===== src/rtl/fifo_write_arbiter.sv =====
`default_nettype none
// fifo_write_arbiter: round-robin burst arbiter sharing one FIFO write port among NUM_REQ requesters.
// Rev 1.0
module fifo_write_arbiter #(
   parameter int NUM_REQ    = 4,
   parameter int DATA_WIDTH = 4,
   parameter int MAX_BURST  = 4,
   parameter int IDX_W      = $clog2(NUM_REQ)
) (
   input  logic                          w_clk,
   input  logic                          w_rst_n,
   input  logic [NUM_REQ-1:0]            req,
   input  logic [NUM_REQ*DATA_WIDTH-1:0] req_data,
   input  logic [NUM_REQ-1:0]            req_last,
   output logic [NUM_REQ-1:0]            req_ready,
   input  logic                          fifo_full,
   output logic                          fifo_w_en,
   output logic [DATA_WIDTH-1:0]         fifo_w_data,
   output logic [NUM_REQ-1:0]            grant,
   output logic [IDX_W-1:0]              grant_idx,
   output logic                          busy
);

   localparam int               CNT_W    = $clog2(MAX_BURST + 1);
   localparam logic [CNT_W-1:0] CNT_LAST = CNT_W'(MAX_BURST - 1);
   localparam logic [IDX_W-1:0] IDX_LAST = IDX_W'(NUM_REQ - 1);

   typedef enum logic [0:0] {
      S_IDLE  = 1'b0,
      S_BURST = 1'b1
   } state_t;

   state_t             state_q, state_d;
   logic [NUM_REQ-1:0] grant_q, grant_d;
   logic [IDX_W-1:0]   grant_idx_q, grant_idx_d;
   logic [IDX_W-1:0]   rr_last_q, rr_last_d;
   logic [CNT_W-1:0]   burst_cnt_q, burst_cnt_d;
   logic [IDX_W-1:0]   win_idx;
   logic               win_vld;
   logic               xfer;
   logic               burst_end;

   // Scan starts just after the last winner, so the requester just served is checked last.
   always_comb begin
      int scan;
      win_vld = 1'b0;
      win_idx = '0;
      scan    = 0;
      for (int k = 1; k <= NUM_REQ; k++) begin
         scan = (int'(rr_last_q) + k) % NUM_REQ;
         if (!win_vld && req[IDX_W'(scan)]) begin
            win_vld = 1'b1;
            win_idx = IDX_W'(scan);
         end
      end
   end

   assign xfer      = grant_q[grant_idx_q] & req[grant_idx_q] & ~fifo_full;
   assign burst_end = (xfer & (req_last[grant_idx_q] | (burst_cnt_q == CNT_LAST)))
                    | ~req[grant_idx_q];

   always_comb begin
      fifo_w_data = '0;
      for (int i = 0; i < NUM_REQ; i++) begin
         if (grant_idx_q == IDX_W'(i)) begin
            fifo_w_data = req_data[i*DATA_WIDTH +: DATA_WIDTH];
         end
      end
   end

   assign fifo_w_en = xfer;
   assign req_ready = xfer ? grant_q : '0;
   assign grant     = grant_q;
   assign grant_idx = grant_idx_q;
   assign busy      = (state_q == S_BURST);

   always_comb begin
      state_d     = state_q;
      grant_d     = grant_q;
      grant_idx_d = grant_idx_q;
      rr_last_d   = rr_last_q;
      burst_cnt_d = burst_cnt_q;
      case (state_q)
         S_IDLE: begin
            if (win_vld) begin
               state_d     = S_BURST;
               grant_d     = NUM_REQ'(1) << win_idx;
               grant_idx_d = win_idx;
               rr_last_d   = win_idx;
               burst_cnt_d = '0;
            end
         end
         S_BURST: begin
            if (burst_end) begin
               // Handover happens in the same cycle so the next burst starts without a bubble.
               if (win_vld) begin
                  grant_d     = NUM_REQ'(1) << win_idx;
                  grant_idx_d = win_idx;
                  rr_last_d   = win_idx;
                  burst_cnt_d = '0;
               end else begin
                  state_d = S_IDLE;
                  grant_d = '0;
               end
            end else if (xfer) begin
               burst_cnt_d = burst_cnt_q + CNT_W'(1);
            end
         end
         default: begin
            state_d = S_IDLE;
            grant_d = '0;
         end
      endcase
   end

   always_ff @(posedge w_clk or negedge w_rst_n) begin
      if (!w_rst_n) begin
         state_q     <= S_IDLE;
         grant_q     <= '0;
         grant_idx_q <= '0;
         rr_last_q   <= IDX_LAST;
         burst_cnt_q <= '0;
      end else begin
         state_q     <= state_d;
         grant_q     <= grant_d;
         grant_idx_q <= grant_idx_d;
         rr_last_q   <= rr_last_d;
         burst_cnt_q <= burst_cnt_d;
      end
   end

endmodule
`default_nettype wire


===== config.mk =====
export PLATFORM = sky130hd
export DESIGN_NAME = fifo_write_arbiter
export DESIGN_NICKNAME = d
export VERILOG_FILES = /design/src/rtl/fifo_write_arbiter.sv
export SDC_FILE = /design/constraint.sdc
export NUM_CORES = 1
export LEC_CHECK = 0
export ABC_AREA = 1
export CORE_MARGIN = 2
export CORE_UTILIZATION = 44
export DETAILED_ROUTE_END_ITERATION = 6
export GPL_TIMING_DRIVEN = 0
export PLACE_DENSITY = 0.86
export SETUP_SLACK_MARGIN = 0.4
export SYNTH_ARGS = -nofsm -noshare
export SYNTH_HDL_FRONTEND = slang
export SYNTH_SLANG_ARGS = --single-unit

===== constraint.sdc =====
create_clock -name w_clk -period 1.9 [get_ports w_clk]
set_input_delay 0.285 -clock w_clk [delete_from_list [all_inputs] [get_ports w_clk]]
set_output_delay 0.285 -clock w_clk [all_outputs]
set_load 0.05 [all_outputs]

==> out/qor.csv, run 1 <==
stage;metric;value;unit
final_layout;final-instance-count-excl-fill;285;
place;placed_cell_area;0.001690;mm2
timing;setup-tns-final;-4.743;ns
power_and_ir_drop;leakage;1.075;nW
place;globalplace.congestion;0.8554;
clock_tree;postCtsHoldBufs;0;
clock_tree;clockBufferDepth;2;
floorplanning;rows;18;
min_path;hp-class;in -> async;
floorplanning;fp.dieW;54.96;um
global_route;grt_pass1_wl;6.479;mm
timing;slew_violations;0;
drt;wl;6.299;mm
final_layout;drive_above_1_share;52.94;%
clock_tree;clk_pin_slew;0.08;ns
clock_tree;clk-insertion-delay-late;0.27;ns
drt;vias_per_cell;6.147;
critical_path;critPathMostFrequentCell;nor2_4;
clock_tree;clkSinkCount;12;
critical_path;cpPeakStageDelay;0.55;ns
power_and_ir_drop;p_comb_share;86.0;%
yosys;yosysSeqAreaShare;26.51;%
floorplanning;dieArea;0.003020;mm2
place;dp_hpwl;2.514;mm
drt;final_antenna_net_count;0;
floorplanning;boundaryPins;43;
global_route;grt.total_usage;29.94;%
drt;num_vias;1752;
drt;drc;0;
power_and_ir_drop;irDropWorstVdd;1922;uV
global_route;antenna_found_initial;0;
place;portBuffers;42;
critical_path;path_cells;nor2_4, nand2_1, nand4_4, nand2_4, nor2_4, clkinvlp_4, nor2_4, buf_8;
outcome;status;complete, but fails checks;
global_route;grt_pass1_vias;1502;
critical_path;crit_type;reg -> out;
timing;fin_worst_skew;0.001752;ns
power_and_ir_drop;internal_power;2.121;mW
yosys;ys_ff_latch;12;
power_and_ir_drop;sw_frac_of_total;57.34;%
timing;setup_viol_count_final;20;
critical_path;cp_slowest_cell;dfrtp_4;
floorplanning;coreArea;0.002477;mm2
yosys;synth.distinct_cells;25;
outcome;failed_checks;negative setup slack;
power_and_ir_drop;clock_power_share;3.4;%
yosys;avgSynthCellArea;6.642;um2
critical_path;start_kind;flip-flop;
yosys;synthCells;172;
global_route;grt_overflow;0;
timing;finalCritPeriodShare;126.4;%
clock_tree;cts_buffers;3;
final_layout;nNetsFinal;285;
critical_path;cp_max_fo;6;
critical_path;rr_worst_depth;13;
yosys;ys_warn_count;0;
power_and_ir_drop;seq_power_share;10.6;%
place;place_inst;244;
timing;rsz0062_at_grt;true;
clock_tree;cts.htree.levels;1;
final_layout;syn_to_final_growth;100.1;%
clock_tree;root_buffer;clkbuf_4;
floorplanning;die-height;54.96;um
critical_path;crit_required;1.62;ns
critical_path;end_kind;primary output;
drt;drtIter0Drc;118;
timing;tightest_slew;0.5396;ns
drt;dr.pass1.iters;5;
critical_path;arrival;2.12;ns
global_route;grt_max_degree;13;
flow_run;cap_viol_max_count;0;
timing;layout_min_cycle_time;2.401;ns
power_and_ir_drop;powerDensity;2176;mW/mm2
timing;hold_violations;0;
drt;wire_per_inst;22.10;um
timing;slew_headroom;63.92;%
floorplanning;start_util;46.11;%
timing;worst_slack;-0.5007;ns
power_and_ir_drop;power.switching;2.852;mW
yosys;synth_nets;201;
clock_tree;cts_tree;yes;
final_layout;diodes;0;
timing;fmax;416.6;MHz
timing;hold_ws;0.3619;ns
yosys;syn_area;0.001142;mm2
final_layout;design_area;0.002286;mm2
-- per-stage QoR --
| stage | worst slack, ns | power [mW] | util [%] |
|---|---|---|---|
| global route | -0.6075 | 5.189 | 92.27 |
| CTS | -0.3773 | 3.825 | 81.52 |
| finish | -0.5007 | 4.973 | 92.27 |
| detailed placement | -0.8299 | 3.030 | 68.23 |
| floorplan | -0.3746 | 2.425 | - |
| global placement | -0.7427 | 2.938 | 68.23 |
-- what timing repair did --
item                       CTS  global route
pin swaps                   24            14
gates resized for setup    122            36
setup endpoints to repair   28            25
buffers inserted            19            18
gates cloned                 0             0
-- power groups by stage --
stage | Sequential (mW) | Clock [mW] | Combinational [mW]
CTS | 0.516 | 0.167 | 3.14
global placement | 0.506 | 0 | 2.43
detailed placement | 0.514 | 0 | 2.52
finish | 0.528 | 0.167 | 4.28
global route | 0.535 | 0.182 | 4.47
floorplan | 0.685 | 0 | 1.74
-- synth_stat cells --
library cell,count,share of area [%]
a21oi_1,2,0.88
and2_4,1,0.77
buf_6,2,2.0
clkinv_1,1,0.33
dfrtp_1,10,22
dfstp_2,2,4.6
ha_1,2,2.2
inv_1,15,4.9
inv_2,5,1.6
inv_4,2,1.1
nand2_1,63,21
nand2_2,9,4.9
nand2_4,2,2.0
nand3_1,19,8.3
nand3_2,1,0.88
nand3_4,2,3.1
nand3b_1,1,0.66
nand3b_4,1,1.8
nand4_1,7,3.8
nand4_4,1,1.9
nor2_1,8,2.6
nor2_2,4,2.2
nor2_4,3,3.0
o21ai_0,2,0.88
o21ai_1,7,3.1
-- layout make-up --
type	count	area (um2)
clock buffers	4	26.28
well taps	30	37.54
fillers	83	191.4
plain buffers	2	26.28
flip-flops and latches	12	307.8
inverters	23	117.6
repair buffers	79	762.0
multi-input cells	135	1008
-- layout by cell type, fill, tap and decap left out, drive strengths merged, types with 7 or more instances in the layout --
master         instances
buf                   51
clkbuf                 7
clkdlybuf4s50         26
dfrtp                 10
inv                   21
nand2                 74
nand3                 22
nand4                  8
nor2                  15
o21ai                  9
-- worst paths after layout --
check / startpoint / end / slack [ns]
max: grant_idx[1] / req_ready[2] / -0.50
min: w_rst_n / burst_cnt_q[0] / 0.36
max reg2reg: grant_idx[1] / burst_cnt_q[0] / -0.25
min reg2reg: burst_cnt_q[2] / burst_cnt_q[2] / 0.55
max in group asynchronous: w_rst_n / grant_idx[1] / 1.14
min in group w_clk: burst_cnt_q[2] / burst_cnt_q[2] / 0.55
-- cells by family (layout without fill, tap and decap cells) --
| family | count (synthesis) | after routing | synth area share, % |
|---|---|---|---|
| buf+inv | 25 | 108 | 9.966 |
| compound gates | 11 | 11 | 4.819 |
| simple gates | 122 | 122 | 56.52 |
| flops | 12 | 12 | 26.51 |
| fa+ha+maj | 2 | 2 | 2.190 |
-- metal layers --
metal | global-route usage (%) | vias up | routed length, um
met4 | 20.33 | 0 | 467
met2 | 54.56 | 177 | 3011
met5 | 0 | - | 0
met3 | 7.258 | 58 | 694
li1 | - | 716 | -
met1 | 29.65 | 801 | 2125
-- state kept, by name (all words and copies together) (netlist names) --
register	flops
grant	4
rr_last_q	2
burst_cnt_q	3
grant_idx	2
busy	1
-- worst max-delay path, delay by kind of cell, from the launching register on --
family	cells	cell delay [ns]
flops	1	0.55
simple gates	6	0.89
buf+inv	2	0.40
Note: power is estimated with default switching activity, not from simulation.
==> inputs of run 2 (changes only) <==
--- a/config.mk
+++ b/config.mk
@@ -7,10 +7,10 @@
 export LEC_CHECK = 0
 export ABC_AREA = 1
 export CORE_MARGIN = 2
-export CORE_UTILIZATION = 44
+export CORE_UTILIZATION = 40
 export DETAILED_ROUTE_END_ITERATION = 6
 export GPL_TIMING_DRIVEN = 0
-export PLACE_DENSITY = 0.86
+export PLACE_DENSITY = 0.83
 export SETUP_SLACK_MARGIN = 0.4
 export SYNTH_ARGS = -nofsm -noshare
 export SYNTH_HDL_FRONTEND = slang
==> constraint.sdc (replaced) <==
create_clock -name w_clk -period 1.98 [get_ports w_clk]
set_input_delay 0.297 -clock w_clk [delete_from_list [all_inputs] [get_ports w_clk]]
set_output_delay 0.297 -clock w_clk [all_outputs]
set_load 0.05 [all_outputs]
==> out/qor.csv, run 2 (synthesized netlist as in run 1, its figures left out) <==
stage;metric;value;unit
timing;slew_headroom;64.39;%
place;placed_cell_area;0.001692;mm2
place;dp_hpwl;2.386;mm
clock_tree;cts.htree.levels;1;
timing;setup_viol_count_final;8;
critical_path;crit_start;grant_idx[1];
timing;rsz0062_at_grt;true;
drt;num_vias;1370;
clock_tree;clk_pin_slew;0.08;ns
drt;vias_per_cell;5.055;
drt;drc;0;
final_layout;final_util;73.36;%
timing;fmax;431.5;MHz
global_route;grt_pass1_wl;5.789;mm
min_path;hp-class;in -> async;
floorplanning;boundaryPins;43;
power_and_ir_drop;leakage;0.9566;nW
global_route;grt_use_met3;4.762;%
timing;worst_slack;-0.3374;ns
final_layout;final_common_cell;nand2_1;
global_route;globalRouteMet1Util;25.46;%
place;portBuffers;42;
critical_path;end_kind;primary output;
clock_tree;root_buffer;clkbuf_4;
final_layout;final-instance-count-excl-fill;271;
outcome;failed_checks;negative setup slack;
clock_tree;clkSinkCount;12;
global_route;gr-max-usage-layer;met2;
clock_tree;clk-insertion-delay-late;0.28;ns
drt;final_antenna_net_count;0;
final_layout;largest_reg_flops;4;
global_route;grt_overflow;0;
flow_run;cap_viol_max_count;0;
timing;tightest_slew;0.5325;ns
critical_path;start_kind;flip-flop;
drt;drtIter0Drc;36;
floorplanning;fp.dieW;57.44;um
floorplanning;dieArea;0.003299;mm2
floorplanning;rows;19;
clock_tree;cts_tree;yes;
place;globalplace.congestion;0.8144;
final_layout;num-fill-cells;195;
global_route;gr-usage-met2;42.37;%
drt;wire_per_inst;13.52;um
critical_path;crit_required;1.68;ns
final_layout;drive_above_1_share;43.75;%
power_and_ir_drop;powerDensity;1828;mW/mm2
global_route;antenna_found_initial;0;
clock_tree;postCtsHoldBufs;0;
final_layout;design_area;0.002006;mm2
outcome;status;complete, but fails checks;
drt;wl;3.665;mm
floorplanning;die-height;57.44;um
clock_tree;clockBufferDepth;2;
global_route;grt_pass1_vias;1334;
clock_tree;cts_buffers;3;
final_layout;syn_to_final_growth;75.57;%
global_route;grt_max_degree;13;
floorplanning;coreArea;0.002734;mm2
global_route;grt.total_usage;22.42;%
timing;layout_min_cycle_time;2.317;ns
drt;dr.pass1.iters;4;
critical_path;arrival;2.02;ns
critical_path;r2r_start;grant_idx[0];
timing;fin_worst_skew;0.005099;ns
final_layout;diodes;0;
timing;setup-tns-final;-1.693;ns
floorplanning;start_util;41.78;%
place;place_inst;245;
critical_path;crit_type;reg -> out;
final_layout;nNetsFinal;270;
final_layout;layout_common_cells;nand2_1, clkdlybuf4s50_1, nand2_2, buf_4, inv_1;
critical_path;cp_max_fo;8;
timing;finalCritPeriodShare;117.0;%
timing;slew_violations;0;
timing;hold_violations;0;
power_and_ir_drop;irDropWorstVdd;1563;uV
-- run 2: cell types whose count changed in the layout (fill, tap and decap cells not counted), sizes merged --
cell	change
clkdlybuf4s15	+2
buf	-18
dlygate4sd2	+3
clkbuf	-2
-- run 2: worst paths after layout --
check / cells past startpoint / slack, ns / end
max in group asynchronous: 1 / 1.23 / grant_idx[1]
worst min register to register: 2 / 0.53 / burst_cnt_q[2]
worst max register to register: 16 / -0.06 / burst_cnt_q[0]
worst min-delay path: 1 / 0.36 / grant[3]
worst max-delay path: 10 / -0.34 / req_ready[2]
min in group w_clk: 2 / 0.53 / burst_cnt_q[2]
-- run 2: power by group --
part           internal [mW]  total [mW]  leakage [nW]  switching, mW
sequential             0.368       0.495         0.146          0.127
combinational           1.16        2.97         0.790           1.81
clock                  0.112       0.200        0.0210         0.0883
total                   1.64        3.67         0.957           2.03
-- run 2: metrics by stage --
stage	hold slack, ns	setup slack, ns	power (mW)
global route	0.3993	-0.4355	3.924
CTS	0.3733	-0.3204	3.552
global placement	0.5114	-0.7158	2.844
finish	0.3562	-0.3374	3.666
detailed placement	0.5245	-0.7839	2.888
floorplan	0.001409	-0.3066	2.327
-- run 2: timing repair --
action                                  CTS  global route
pin swaps                                30            13
endpoints found under the setup margin   27            23
setup buffers                            19             3
gates resized for setup                 100             8
hold endpoints to repair                  0             0
-- run 2: area by class of cell --
type | instances | area, um2 | area share (%)
plain buffers | 2 | 22.52 | 1.123
clock buffers | 4 | 36.28 | 1.809
inverters | 23 | 105.1 | 5.240
multi-input cells | 135 | 877.1 | 43.73
flip-flops and latches | 12 | 309.0 | 15.41
well taps | 31 | 38.79 | 1.934
repair buffers | 64 | 616.8 | 30.75
-- run 2: worst max-delay path, stage by stage, from the launching register on --
cell and delay [ns]:
dfrtp_4 0.55, inv_2 0.13, nand3_1 0.09, nand2_1 0.08, nor2_2 0.05, inv_2 0.09
nand2_4 0.07, nor2_4 0.14, clkinvlp_4 0.22, nor2_4 0.15, buf_8 0.15
-- run 2: layer usage --
layer | vias up | wire length (um)
met5 | - | 0
met4 | 0 | 65
met3 | 7 | 205
met2 | 38 | 1929
met1 | 635 | 1465
li1 | 690 | -
